File: config.mk
export PLATFORM = sky130hd
export DESIGN_NAME = bus_memory_slave
export DESIGN_NICKNAME = d
export VERILOG_FILES = /design/src/rtl/bus_memory_slave.sv
export SDC_FILE = /design/constraint.sdc
export NUM_CORES = 1
export LEC_CHECK = 0
export CELL_PAD_IN_SITES_DETAIL_PLACEMENT = 0
export CELL_PAD_IN_SITES_GLOBAL_PLACEMENT = 1
export CORE_UTILIZATION = 54
export DETAILED_ROUTE_END_ITERATION = 6
export PLACE_DENSITY = 0.91
export SYNTH_ARGS = -nofsm -noshare
export SYNTH_HDL_FRONTEND = slang
export SYNTH_SLANG_ARGS = --single-unit
File: constraint.sdc
create_clock -name clk -period 3.5 [get_ports clk]
set_input_delay 0.7 -clock clk [delete_from_list [all_inputs] [get_ports clk]]
set_output_delay 0.7 -clock clk [all_outputs]
set_load 0.05 [all_outputs]
File: src/rtl/bus_memory_slave.sv
// bus_memory_slave: word-addressed SRAM bus slave with request/ready handshake,
// byte write strobes, out-of-range error response and zero-fill sweep after reset.
module bus_memory_slave #(
   parameter int DATA_WIDTH    = 32,
   parameter int ADDR_WIDTH    = 8,
   parameter int DEPTH         = 32,
   parameter int INIT_ON_RESET = 1
) (
   input  logic                    clk,
   input  logic                    reset_n,
   input  logic                    s_sel,
   input  logic                    s_wr,
   input  logic [ADDR_WIDTH-1:0]   s_addr,
   input  logic [DATA_WIDTH-1:0]   s_wdata,
   input  logic [DATA_WIDTH/8-1:0] s_wstrb,
   output logic [DATA_WIDTH-1:0]   s_rdata,
   output logic                    s_ready,
   output logic                    s_err,
   output logic                    init_done
);
   localparam int NB = DATA_WIDTH / 8;
   localparam int IW = DEPTH > 1 ? $clog2(DEPTH) : 1;
   typedef enum logic [1:0] {INIT, IDLE, RESP} state_t;
   state_t state, state_nx;
   logic [IW-1:0] cnt, idx;
   logic [DATA_WIDTH-1:0] mem [DEPTH];
   logic [DATA_WIDTH-1:0] rdata_nx;
   logic in_range, accept, last, ready_nx, err_nx, done_nx;
   assign idx = s_addr[IW-1:0];
   assign in_range = 32'(s_addr) < DEPTH;
   assign accept = state == IDLE && s_sel;
   assign last = cnt == IW'(DEPTH - 1);
   always_ff @(posedge clk or negedge reset_n)
      if (!reset_n) begin
         state <= INIT_ON_RESET != 0 ? INIT : IDLE;
         cnt <= '0;
         s_ready <= 1'b0;
         s_err <= 1'b0;
         s_rdata <= '0;
         init_done <= INIT_ON_RESET == 0;
      end else begin
         state <= state_nx;
         cnt <= state == INIT ? cnt + 1'b1 : '0;
         s_ready <= ready_nx;
         s_err <= err_nx;
         s_rdata <= rdata_nx;
         init_done <= done_nx;
      end
   always_comb
      state_nx = state == INIT ? (last ? IDLE : INIT) :
                 state == IDLE ? (s_sel ? RESP : IDLE) : IDLE;
   always_comb begin
      ready_nx = accept;
      err_nx = accept && !in_range;
      rdata_nx = accept && !s_wr ? (in_range ? mem[idx] : '0) : s_rdata;
      done_nx = init_done || (state == INIT && last);
   end
   // array has no reset; the write path is gated so nothing lands while reset is held
   always_ff @(posedge clk)
      if (state == INIT)
         mem[cnt] <= '0;
      else if (reset_n && accept && s_wr && in_range)
         for (int b = 0; b < NB; b++)
            if (s_wstrb[b]) mem[idx][8*b +: 8] <= s_wdata[8*b +: 8];
endmodule

==> flow_metrics.py <==
metrics = {
    "synthesis": {
        "synthSimpleGateAreaFrac": 0.0339,
        "synth_top_family_by_area": "multiplexers",
        "netlist_area_um2": 41900,
        "synth_cells": 2278,
        "synth_fp_nets": 2328,
        "ys_seq_area_frac": 0.759,
        "synth_largest_area_cell": "edfxtp_1",
        "yosys-top-cells-area": "edfxtp_1 73%, mux2i_1 7.7%, mux4_2 5.3%, dfrtp_1 2.5%, a22oi_1 1.6%",
        "synth_flop_cell": "edfxtp_1",
        "yosysUniqueCellTypes": 49,
        "synthArstFlopShare": 0.0394,
        "synth_top_area_share": 0.734,
        "synth_compound_area_frac": 0.0522,
        "avgSynthCellArea_um2": 18.4,
        "synthXorXnorAreaFrac": 0.000418,
        "synth_edf_count": 1024,
        "ys_ff_latch": 1066,
        "yosysWarnings": 0,
        "synthMuxAreaShare": 0.139,
        "synthAdderAreaFrac": 0.000597,
    },
    "setup_path": {
        "path_buf_inv": 5,
        "path_class": "in2reg",
        "cpMaxStageDelayCell": "nand2_1",
        "ff2ff_setup_slack_ns": 0.36,
        "worst_r2r_endpoint": "mem[19][25]",
        "critPathTopFamily": "simple AND/OR/NAND/NOR gates",
        "r2r_cells": 9,
        "cp.required_ns": 3.86,
        "start_kind": "input pin",
        "crit_chain": "clkdlybuf4s50_1, or3_4, nor4_4, buf_12, mux2i_1, buf_4, buf_4, nand2_1, nor2_1, buf_4",
        "max_stage_delay_ns": 0.53,
        "r2r_start": "state[1]",
        "crit_path_frequent_cell": "buf_4",
        "crit_path_end_kind": "flop",
        "arrival_ns": 3.64,
        "crit_fanout": 13,
    },
    "floorplanning": {
        "core-area_um2": 76300,
        "initial_core_util": 0.549,
        "die_area_um2": 78700,
        "io_pins": 83,
        "die_h_um": 281,
        "die_w_um": 281,
        "row_count": 101,
    },
    "sta": {
        "fin_skew_ns": 0.0211,
        "hold_viol": 0,
        "setup_viol": 0,
        "period_minus_slack_ns": 3.29,
        "slew-limit-headroom": 0.398,
        "rsz0062_at_grt": "false",
        "hold_slack_ns": 0.315,
        "fmax_mhz": 304,
        "drv_slew": 0,
        "post-route-period-util": 0.939,
        "timing.final.ws_setup_ns": 0.214,
        "worst_slew_pin_slew_ns": 0.901,
    },
    "global_route": {
        "grt-ovfl-total": 0,
        "grt_antenna_before_repair": 4,
        "grt_pass1_wl_mm": 153,
        "grt_max_degree": 65,
        "grt_pass1_vias": 23400,
        "track_usage": 0.269,
    },
    "clock_tree": {
        "h-tree-depth": 3,
        "cts-buffers-inserted": 96,
        "cts_resized": 0,
        "clk_pin_slew_ns": 0.07,
        "cts.sinks": 1066,
        "insertion_delay_ns": 0.67,
        "cts_tree": "done",
        "root_buffer": "clkbuf_16",
        "hold_buffers": 0,
        "clk_path_buf_depth": 3,
        "cts_post_setup_buffers_inserted": 0,
    },
    "min_path": {
        "hold_path.class": "in2async",
    },
    "finish": {
        "diodes": 0,
        "finalNetCount": 2593,
        "nFillCells": 5000,
        "drive_gt1_frac": 0.202,
        "final_cell_mix": "1,024 x edfxtp_1, 322 x mux2i_1, 198 x buf_4",
        "layout_commonest_cell": "edfxtp_1",
        "instances_no_fill": 3657,
        "syn2layout_area_growth_pct": 15.8,
    },
    "pwr": {
        "sw_frac_of_total": 0.221,
        "ir_drop_uv": 439,
        "switching_power_w": 0.00605,
        "seq_power_share": 0.522,
        "p_leak_nw": 18.3,
        "pwr-share-clk": 0.401,
        "power_density_nw_per_um2": 565,
        "p_int_w": 0.0214,
        "pwr-share-comb": 0.077,
    },
    "route": {
        "postRouteAntennaNets": 0,
        "drt-total-wl_mm": 105,
        "drc_errors": 0,
        "num_vias": 23100,
        "drt-vias-per-instance": 6.32,
        "drt-initial-drc-count": 3068,
        "firstDrtPassIters": 7,
        "routedWlPerCell_um": 28.6,
    },
    "placed_design": {
        "gp_congestion": 0.888,
        "pre_cts_ws_ns": -0.348,
        "io_buffers": 82,
        "dp.cells": 3475,
        "place_hpwl_mm": 65.9,
    },
    "job": {
        "cap_violations": 0,
    },
    "status": {
        "status": "complete, no violations",
    },
}
cells by family (layout without fill, tap and decap cells):
logic type | after synthesis | after routing
buffers and inverters | 131 | 480
adder cells (fa/ha/maj) | 2 | 2
flip-flops | 1066 | 1066
AO/OA/AOI/OAI | 307 | 307
multiplexers | 455 | 455
AND/OR/NAND/NOR | 315 | 315
XOR/XNOR | 2 | 2
layout make-up:
type / count / area [um^2] / area share
flip-flops and latches: 1066 / 31800 / 0.655
multi-input cells: 1081 / 9510 / 0.196
clock buffers: 121 / 2660 / 0.0549
repair buffers: 295 / 2600 / 0.0536
well taps: 1030 / 1290 / 0.0266
clock inverters: 61 / 662 / 0.0136
inverters: 3 / 11.3 / 0.000232
metal layers:
layer  vias up  routed length (um)  part of all wire  track usage
li1       9678                   -                 -            -
met1     11700               39000              0.37        0.359
met2      1478               49900              0.48        0.426
met3       263               10700              0.10       0.0565
met4         6                4910             0.047        0.125
met5         -                  34           0.00033            0
through the flow:
stage | total power [W] | util | setup TNS, ns | area [um^2]
after global routing | 0.0280 | 0.636 | 0 | 48500
final | 0.0274 | 0.636 | 0 | 48500
after detailed placement | 0.0166 | 0.592 | -79.99 | 45200
after CTS | 0.0274 | 0.636 | 0 | 48500
after floorplan | 0.0156 | - | 0 | 41900
after global placement | 0.0166 | 0.592 | -46.18 | 45200
synth_stat cells (4+ instances only):
master     instances
dfrtp_1           42
nor2b_1            4
mux2_2            34
nor2_1           167
a22oi_1           90
buf_2             44
a2bb2oi_1         16
o21ai_0           17
a2111oi_0         31
nor3_1             4
o22ai_1           32
nand2_2           13
and2_1            35
clkbuf_1          61
o211ai_1          33
a21oi_1           48
buf_4             18
mux4_2            98
nand2b_1           8
mux2i_1          322
edfxtp_1        1024
o2111ai_1         14
nand2_1           68
a21o_1            19
how the worst max path moves through the flow:
stage,startpoint,slack [ns],depth (start not counted),end
finish,s_addr[7],0.21,10,mem[19][25]
global route,s_addr[7],0.18,10,mem[19][12]
CTS,s_addr[7],0.33,10,mem[19][1]
detailed placement,s_addr[7],-0.35,10,mem[19][12]
global placement,s_addr[7],-0.31,10,mem[19][2]
floorplan,s_addr[7],0.40,6,mem[17][24]
state kept, by name (all words and copies together), names as in the netlist:
register,count
cnt,5
s_rdata,32
init_done,1
s_ready,1
mem,1024
s_err,1
state,2
power groups by stage:
| stage | logic, W | clock network, W | registers [W] |
|---|---|---|---|
| after detailed placement | 0.00205 | 0 | 0.0146 |
| after floorplan | 0.00105 | 0 | 0.0146 |
| final | 0.00211 | 0.0110 | 0.0143 |
| after CTS | 0.00207 | 0.0110 | 0.0143 |
| after global routing | 0.00219 | 0.0115 | 0.0143 |
| after global placement | 0.00199 | 0 | 0.0146 |
No activity file was read; power rests on OpenSTA's default activity.
